[config.mk]
export PLATFORM = sky130hd
export DESIGN_NAME = vga_sprite_renderer
export DESIGN_NICKNAME = d
export VERILOG_FILES = /design/src/rtl/vga_pkg.sv /design/src/rtl/vga_bounce_axis.sv /design/src/rtl/vga_sprite_renderer.sv
export SDC_FILE = /design/constraint.sdc
export NUM_CORES = 1
export LEC_CHECK = 0
export BUFFER_PORTS_ARGS = -buffer_cell sky130_fd_sc_hd__buf_2
export CAP_MARGIN = 15
export CORE_ASPECT_RATIO = 1.2
export CORE_MARGIN = 2
export CORE_UTILIZATION = 55
export DETAILED_ROUTE_END_ITERATION = 12
export PLACE_DENSITY = 0.78
export SLEW_MARGIN = 20
export SYNTH_ARGS = -nofsm -noshare
export SYNTH_HDL_FRONTEND = slang
export SYNTH_HIERARCHICAL = 1
export SYNTH_SLANG_ARGS = --single-unit
[constraint.sdc]
create_clock -name Clock -period 4.2 [get_ports Clock]
set_input_delay 0.63 -clock Clock [delete_from_list [all_inputs] [get_ports Clock]]
set_output_delay 0.63 -clock Clock [all_outputs]
set_load 0.01 [all_outputs]
[src/rtl/vga_pkg.sv]
// Shared types and defaults for the VGA sprite renderer slice.
package vga_pkg;

    localparam int H_DISPLAY_DEF = 800;
    localparam int V_DISPLAY_DEF = 600;

    typedef struct packed {
        logic [7:0] r;
        logic [7:0] g;
        logic [7:0] b;
    } rgb_t;

    typedef enum logic [1:0] {
        IDLE   = 2'd0,
        MOVE_X = 2'd1,
        MOVE_Y = 2'd2,
        DONE   = 2'd3
    } sprite_state_t;

    typedef logic [10:0] xcoord_t;
    typedef logic [9:0]  ycoord_t;

    // 12-bit half-open span test; wide enough that lo+size never wraps
    function automatic logic in_span(input logic [11:0] p, input logic [11:0] lo,
                                     input logic [11:0] size);
        return (p >= lo) && (p < (lo + size));
    endfunction

endpackage

[src/rtl/vga_bounce_axis.sv]
// Combinational next position/direction for one bouncing axis (dir_neg=1 means moving toward 0).
module vga_bounce_axis
    import vga_pkg::*;
#(
    parameter int LIMIT = 800,
    parameter int SIZE  = 32,
    parameter int STEP  = 2,
    parameter int W     = 11
) (
    input  logic [W-1:0] pos,
    input  logic         dir_neg,
    output logic [W-1:0] next_pos,
    output logic         next_dir_neg
);

    logic [11:0] pos_ext_s;

    assign pos_ext_s = 12'(pos);

    // A zero step pins the axis, so an edge-aligned box never toggles direction
    always_comb begin
        next_pos     = pos;
        next_dir_neg = dir_neg;
        if (STEP == 0) begin
            next_pos     = pos;
            next_dir_neg = dir_neg;
        end else if (!dir_neg) begin
            if ((pos_ext_s + 12'(SIZE) + 12'(STEP)) >= 12'(LIMIT)) begin
                next_pos     = W'(LIMIT - SIZE);
                next_dir_neg = 1'b1;
            end else begin
                next_pos     = W'(pos_ext_s + 12'(STEP));
                next_dir_neg = 1'b0;
            end
        end else begin
            if (pos_ext_s <= 12'(STEP)) begin
                next_pos     = '0;
                next_dir_neg = 1'b0;
            end else begin
                next_pos     = W'(pos_ext_s - 12'(STEP));
                next_dir_neg = 1'b1;
            end
        end
    end

endmodule

[src/rtl/vga_sprite_renderer.sv]
// Pixel stage after the VGA timing controller: draws a bouncing box, re-registers sync/blank with RGB.
module vga_sprite_renderer
    import vga_pkg::*;
#(
    parameter int          H_DISPLAY = H_DISPLAY_DEF,
    parameter int          V_DISPLAY = V_DISPLAY_DEF,
    parameter int          BOX_W     = 32,
    parameter int          BOX_H     = 32,
    parameter int          STEP_X    = 2,
    parameter int          STEP_Y    = 1,
    parameter logic [23:0] BOX_RGB   = 24'hFF4000,
    parameter logic [23:0] BG_RGB    = 24'h002040
) (
    input  logic        Clock,
    input  logic        Reset,
    input  logic        Enable,
    input  logic        blank_n_in,
    input  logic        sync_n_in,
    input  logic        hSync_n_in,
    input  logic        vSync_n_in,
    input  logic [10:0] nextX,
    input  logic [9:0]  nextY,
    output logic [7:0]  Red,
    output logic [7:0]  Green,
    output logic [7:0]  Blue,
    output logic        blank_n,
    output logic        sync_n,
    output logic        hSync_n,
    output logic        vSync_n,
    output logic        FrameTick
);

    sprite_state_t state_q, state_d;
    xcoord_t       boxx_q, boxx_d, nx_pos_s;
    ycoord_t       boxy_q, boxy_d, ny_pos_s;
    logic          dirx_q, dirx_d, nx_dir_s;
    logic          diry_q, diry_d, ny_dir_s;
    logic          vs_prev_q, vs_prev_d;
    logic          frame_tick_q, frame_tick_d;
    rgb_t          rgb_q, rgb_d;
    logic          blank_n_q, sync_n_q, hsync_n_q, vsync_n_q;
    logic          frame_start_s, inside_s;

    vga_bounce_axis #(.LIMIT(H_DISPLAY), .SIZE(BOX_W), .STEP(STEP_X), .W(11)) u_axis_x (
        .pos(boxx_q), .dir_neg(dirx_q), .next_pos(nx_pos_s), .next_dir_neg(nx_dir_s)
    );

    vga_bounce_axis #(.LIMIT(V_DISPLAY), .SIZE(BOX_H), .STEP(STEP_Y), .W(10)) u_axis_y (
        .pos(boxy_q), .dir_neg(diry_q), .next_pos(ny_pos_s), .next_dir_neg(ny_dir_s)
    );

    assign frame_start_s = vs_prev_q & ~vSync_n_in;
    assign inside_s      = in_span(12'(nextX), 12'(boxx_q), 12'(BOX_W)) &&
                           in_span(12'(nextY), 12'(boxy_q), 12'(BOX_H));
    assign vs_prev_d     = vSync_n_in;

    // Pixel colour; blanking wins over the box test
    always_comb begin
        rgb_d = '0;
        if (!blank_n_in) begin
            rgb_d = '0;
        end else if (inside_s) begin
            rgb_d = rgb_t'(BOX_RGB);
        end else begin
            rgb_d = rgb_t'(BG_RGB);
        end
    end

    // Movement FSM: one axis per state, so updates land inside vertical sync
    always_comb begin
        state_d      = state_q;
        boxx_d       = boxx_q;
        boxy_d       = boxy_q;
        dirx_d       = dirx_q;
        diry_d       = diry_q;
        frame_tick_d = 1'b0;
        case (state_q)
            IDLE: begin
                if (frame_start_s && Enable) begin
                    state_d = MOVE_X;
                end else begin
                    state_d = IDLE;
                end
            end
            MOVE_X: begin
                boxx_d  = nx_pos_s;
                dirx_d  = nx_dir_s;
                state_d = MOVE_Y;
            end
            MOVE_Y: begin
                boxy_d  = ny_pos_s;
                diry_d  = ny_dir_s;
                state_d = DONE;
            end
            DONE: begin
                frame_tick_d = 1'b1;
                state_d      = IDLE;
            end
            default: begin
                state_d = IDLE;
            end
        endcase
    end

    // State, position and output registers
    always_ff @(posedge Clock or posedge Reset) begin
        if (Reset) begin
            state_q      <= IDLE;
            boxx_q       <= xcoord_t'((H_DISPLAY - BOX_W) / 2);
            boxy_q       <= ycoord_t'((V_DISPLAY - BOX_H) / 2);
            dirx_q       <= 1'b0;
            diry_q       <= 1'b0;
            vs_prev_q    <= 1'b1;
            frame_tick_q <= 1'b0;
            rgb_q        <= '0;
            blank_n_q    <= 1'b0;
            sync_n_q     <= 1'b1;
            hsync_n_q    <= 1'b1;
            vsync_n_q    <= 1'b1;
        end else begin
            state_q      <= state_d;
            boxx_q       <= boxx_d;
            boxy_q       <= boxy_d;
            dirx_q       <= dirx_d;
            diry_q       <= diry_d;
            vs_prev_q    <= vs_prev_d;
            frame_tick_q <= frame_tick_d;
            rgb_q        <= rgb_d;
            blank_n_q    <= blank_n_in;
            sync_n_q     <= sync_n_in;
            hsync_n_q    <= hSync_n_in;
            vsync_n_q    <= vSync_n_in;
        end
    end

    assign Red       = rgb_q.r;
    assign Green     = rgb_q.g;
    assign Blue      = rgb_q.b;
    assign blank_n   = blank_n_q;
    assign sync_n    = sync_n_q;
    assign hSync_n   = hsync_n_q;
    assign vSync_n   = vsync_n_q;
    assign FrameTick = frame_tick_q;

endmodule

Word-level counts from Yosys, hierarchy flattened --
Index checks and enable logic that the tools add are counted.
Word-level totals: bits in registers 54, latch bits 0, memory bits (writable) 0, bits in read-only memories 0, input port bits 28, output and inout bits 29, logic and storage cells 56, memories 0
Cells by class: add/sub/neg operators 8, multipliers 0, divide/modulo/power cells 0, magnitude comparators 8, equality and inequality tests 3, shift operators 0, mux-type cells 17, bitwise operators 2, reduce and logical (&&, ||, !) cells 5
Operators with widths (number):
- 24-bit two-way mux | 2
- 11-bit two-way mux | 3
- 10-bit two-way mux | 3
- 12-bit by 10-bit >= comparator with 1-bit output, second input constant | 2
- 11-bit by 6-bit adder with 12-bit output, second input constant | 1
- 12-bit by 1-bit adder with 12-bit output, second input constant | 1
- 12-bit by 2-bit adder with 12-bit output, second input constant | 1
- 10-bit by 12-bit < comparator with 1-bit output | 1
- 11-bit by 12-bit < comparator with 1-bit output | 1
- 10-bit by 6-bit adder with 11-bit output, second input constant | 1
- 11-bit by 2-bit adder with 11-bit output, second input constant | 1
- 11-bit >= comparator | 1
- 11-bit by 2-bit less-or-equal comparator with 1-bit output, second input constant | 1
- 11-bit by 2-bit subtractor with 11-bit output, second input constant | 1
- 10-bit by 1-bit adder with 10-bit output, second input constant | 1
- 10-bit >= comparator | 1
- 10-bit by 1-bit less-or-equal comparator with 1-bit output, second input constant | 1
- 10-bit by 1-bit subtractor with 10-bit output, second input constant | 1
- 1-bit two-way mux | 8
- 2-bit one-hot mux with 4 select lines | 1
- 2-bit == test, second input constant | 2
- 1-bit logical AND | 4
- 2-bit by 1-bit == test with 1-bit output, second input constant | 1
- 2-bit logical NOT | 1
- 2 further kinds | 2

Logic depth before layout (Yosys ltp) --
word-level depth 6, depth in mapped cells 10, mapped depth without buffers 9

Hierarchy --
The synthesis kept the hierarchy.
Modules (own cells, without submodules):
- vga_sprite_renderer | instances 1, cells an instance 239, area an instance 2279.7 sq um, sequential area each 812.0 sq um
- vga_bounce_axis at u_axis_y | instances 1, cells an instance 112, area an instance 718.2 sq um, sequential area each 0.0 sq um
- vga_bounce_axis at u_axis_x | instances 1, cells an instance 104, area an instance 653.1 sq um, sequential area each 0.0 sq um

Least setup slack after synthesis --
OpenSTA, ideal clock, no wires.
kind reg2reg, start register boxy_q[0], end register boxy_q[0], library setup time 125 ps, data arrival time 2181 ps, data required time 4075 ps, setup slack 1894 ps, cell stages (with the launch flop) 9, path buffers 0, clock period less this slack 2306 ps, cell sequence dfrtp_1 -> ha_1 -> nand4_4 -> nor3_1 -> nor4b_1 -> o31ai_2 -> nand3_1 -> o211a_1 -> mux2_2
Between the ends: longest elaborated chain between the ends 5, elaborated cells on any way between the ends 9, those cells by class add/sub: 4; order compare: 2; mux: 3
RTL lines:
- from (decl) | line vga_sprite_renderer.sv:35 | ycoord_t boxy_q, boxy_d, ny_pos_s;
- from (signal assigned) | line vga_sprite_renderer.sv:110 | boxy_q <= ycoord_t'((V_DISPLAY - BOX_H) / 2);
- from (signal assigned) | line vga_sprite_renderer.sv:123 | boxy_q <= boxy_d;
- 10-bit by 6-bit adder with 11-bit output | line vga_bounce_axis.sv:28 | if ((pos_ext_s + 12'(SIZE) + 12'(STEP)) >= 12'(LIMIT)) begin
- 12-bit by 1-bit adder with 12-bit output | line vga_bounce_axis.sv:28
- 12-bit by 10-bit >= comparator with 1-bit output | line vga_bounce_axis.sv:28
- 10-bit two-way mux | line vga_bounce_axis.sv:28
- 10-bit two-way mux (*) | line vga_bounce_axis.sv:27 | end else if (!dir_neg) begin
- named net ny_pos_s[0] | line vga_sprite_renderer.sv:35
Mark *: on every way through the listed nets, which the timed path passes. The rest lies on a longest branch. A chain may end at the register's enable or synchronous reset.

Worst setup path in the final report --
Same ends and word-level chain as after synthesis.

==> summary.md <==
| Metric | Value |
|---|---|
| Status | completed |
| Post-CTS Setup Bufs | 0 |
| Worst Setup End Kind | flip-flop |
| Full die area | ~7300 um2 |
| Layout cell share with drive strength beyond 1 | 0.176 |
| CTS Root Cell | clkbuf_8 |
| N_diodes | 0 |
| Routed len/inst | 15.5 um |
| Post-Place Worst Slack | approximately 1.5 ns |
| Post-synthesis compound-gate area fraction | 0.232 |
| Post-synth top flop | dfrtp_1 |
| Remaining DRCs | 0 |
| Clock Tree Buf Depth | 2 |
| Sinks on Clock Net | 32 |
| Number of flops mapped to enable cells by yosys | 0 |
| Initial drt markers | 252 |
| Worst Max-Slew Pin Slew | about 0.7 ns |
| Setup WS post-layout | 1.37 ns |
| Routed vias | 3380 |
| Startpoint types | flip-flop |
| Fill cells | 605 |
| Core area | 6450 um2 |
| Syn avg cell area | 8.02 um2 |
| Cells after Synth | between 400 and 500 |
| Top reg by flops | boxx_q |
| Setup TNS Final | 0 ns |
| Die Span X | 78.4 um |
| RSZ-0062 raised after global routing | no |
| Clock latency on the worst-skew pair | between 0.2 and 0.3 ns |
| Final worst path period share | 0.673 |
| Post-Layout Cell Count | ~560 |
| Die Ht | 93.3 um |
| Hold-fix buffers, CTS | 0 |
| Ports | 57 |
| Commonest non-fill, non-tap cells in the layout | nand2_1 (47), inv_1 (43), ha_1 (43), buf_2 (43), o21ai_0 (30) |
| Routability congestion estimate | 0.982 |
| Pre-antenna DRT Iters | 6 |
| Adder-Cell Fraction of Synth Area | 0.147 |
| # port buffers | 43 |
| Top Registers | boxx_q (11), boxy_q (10), state_q (2) |
| Setup Skew | 0.00451 ns |
| Post-synthesis simple-gate area fraction | 0.231 |
| CTS tree | done |
| Post-synthesis mux area share | 0.0264 |
| Pwr Density | between 300 and 400 nW/um2 |
| FFs w/ async S/R, synth | 1.00 |
| Vias in the first global route | around 3200 |
| Worst Path Max Fanout | 9 |
| Yosys cell types | between 70 and 80 |
| Initial Util | 0.566 |
| DRT Wirelength | between 8000 and 9000 um |
| Post-Synth XOR/XNOR Area | 0.0192 |
| Max-capacitance violation count | 0 |
| Via density | between 6 and 7 |
| Yosys warns | 6 |
| Final hold violations | 0 |
| Worst Path Class, Setup | reg2reg |
| Critical Path RT | around 4.4 ns |
| Seq cells post-synth | 32 |
| Worst relative slew slack | 0.519 |
| Share of the yosys chip area belonging to registers | 0.222 |
| Netlist Area Pre-Place | 3650 um2 |
| Grt ovf | 0 |
| GRT Total Usage | 0.244 |
| Final setup vio count | 0 |
| Hpwl dp | 6700 um |
| Worst Hold Class | in2async |
| Minimum clock period | 2.83 ns |
| Commonest non-fill, non-tap cell in the layout | nand2_1 |
| Area grow syn2layout | 6.03% |
| Num CTS Buffers | 5 |
| Rows | 32 |
| ANT nets after route | 0 |
| Largest family of logic cells by synthesized area | compound AO/OA/AOI/OAI gates |
| Final nets | 547 |
| Placed instance count | 554 |
| Largest net degree at the start of global routing | 23 |
| H-Tree Depth | 2 |
| Static Leak | 1.69 nW |
| Slew Viols, Final | 0 |
| First-pass GRT wire length | roughly 14000 um |
| Fmax | 0.354 GHz |
| Worst vdd ir | 0.263 mV |
| Worst path arrival time | 3.00 ns |
| Initial antenna violation count | 0 |
| CTS resizes | 0 |
| Reg clk slew, reported paths | 0.07 ns |
| Max reg flops | 11 |
==> per-layer routing <==
metal | track usage | wire length [um] | up-vias
li1 | - | - | 1657
met3 | 0.0319 | 294 | 25
met2 | 0.440 | 4570 | 93
met5 | 0 | 0 | -
met4 | 0.111 | 284 | 0
met1 | 0.285 | 3540 | 1605
==> critical path, cell delays in order, from the launching register on <==
cell and delay, ns:
dfrtp_1 0.47, ha_1 0.32, nand4_4 0.19, nor3_1 0.18
nor4b_1 0.08, o31ai_2 0.64, nand3_1 0.36, o211a_1 0.22
mux2_2 0.25
==> final cells by class <==
cell class              instances  area [um2]  share of cell area
clock buffers                   7        96.3              0.0249
clock inverters                 1        30.0             0.00776
inverters                      43         161              0.0417
multi-input cells             350        2440               0.631
flip-flops and latches         32         812               0.210
well taps                      85         106              0.0275
repair buffers                 44         223              0.0575
==> logic make-up (layout without fill, tap and decap cells) <==
logic type,after synthesis,count (layout)
AND/OR/NAND/NOR,158,158
AO/OA/AOI/OAI,119,119
buffers and inverters,85,95
adder cells (fa/ha/maj),43,43
flip-flops,32,32
multiplexers,9,9
XOR/XNOR,8,8
other,1,13
==> Yosys cell counts (3+ instances only) <==
library cell | n | share of area
mux2_2 | 5 | 0.015
ha_1 | 43 | 0.15
o21ai_0 | 30 | 0.041
xnor2_1 | 8 | 0.019
and3_1 | 7 | 0.012
nand2_1 | 47 | 0.048
a31oi_1 | 4 | 0.0069
a211oi_1 | 7 | 0.014
nor2_1 | 22 | 0.023
nand4_1 | 5 | 0.0086
mux2i_1 | 4 | 0.011
nand2b_1 | 4 | 0.0069
inv_1 | 43 | 0.044
o21ai_1 | 6 | 0.0082
dfstp_2 | 9 | 0.065
clkbuf_1 | 6 | 0.0062
buf_2 | 8 | 0.011
dfrtp_1 | 23 | 0.16
nand3_1 | 27 | 0.037
and2_1 | 4 | 0.0069
o221ai_1 | 4 | 0.0096
a21oi_1 | 19 | 0.026
nor3b_1 | 3 | 0.0062
a211o_1 | 5 | 0.012
o22a_1 | 3 | 0.0072
o2111ai_1 | 4 | 0.0096
a21o_1 | 4 | 0.0082
nor3_1 | 14 | 0.019
nand3b_1 | 5 | 0.010
buf_4 | 26 | 0.053
==> power breakdown <==
| group | internal [mW] | leakage, nW | total, mW | switching, mW |
|---|---|---|---|---|
| combinational | 0.290 | 1.22 | 0.709 | 0.419 |
| sequential | 0.373 | 0.398 | 0.489 | 0.116 |
| clock | 0.209 | 0.0645 | 0.325 | 0.116 |
==> final timing paths <==
path                             from        end  slack, ns  cells past startpoint
max reg2reg                 boxy_q[0]  boxy_q[0]       1.37                      8
max                         boxy_q[0]  boxy_q[0]       1.37                      8
max in group asynchronous       Reset  boxx_q[8]       3.04                      3
min in group Clock         hSync_n_in    hSync_n       0.44                      1
min                             Reset     diry_q       0.42                      2
min reg2reg                state_q[1]  FrameTick       0.55                      1
==> through the flow <==
step / utilization / hold slack (ns) / total power [mW] / instance area [um2]
2_1_floorplan: - / 0.473 / 1.05 / 3700
3_5_place_dp: 0.581 / 0.536 / 1.19 / 3740
4_1_cts: 0.601 / 0.430 / 1.53 / 3870
6_report: 0.601 / 0.417 / 1.52 / 3870
3_3_place_gp: 0.581 / 0.528 / 1.17 / 3740
5_1_grt: 0.601 / 0.427 / 1.66 / 3870
No activity file was read; power rests on OpenSTA's default activity.
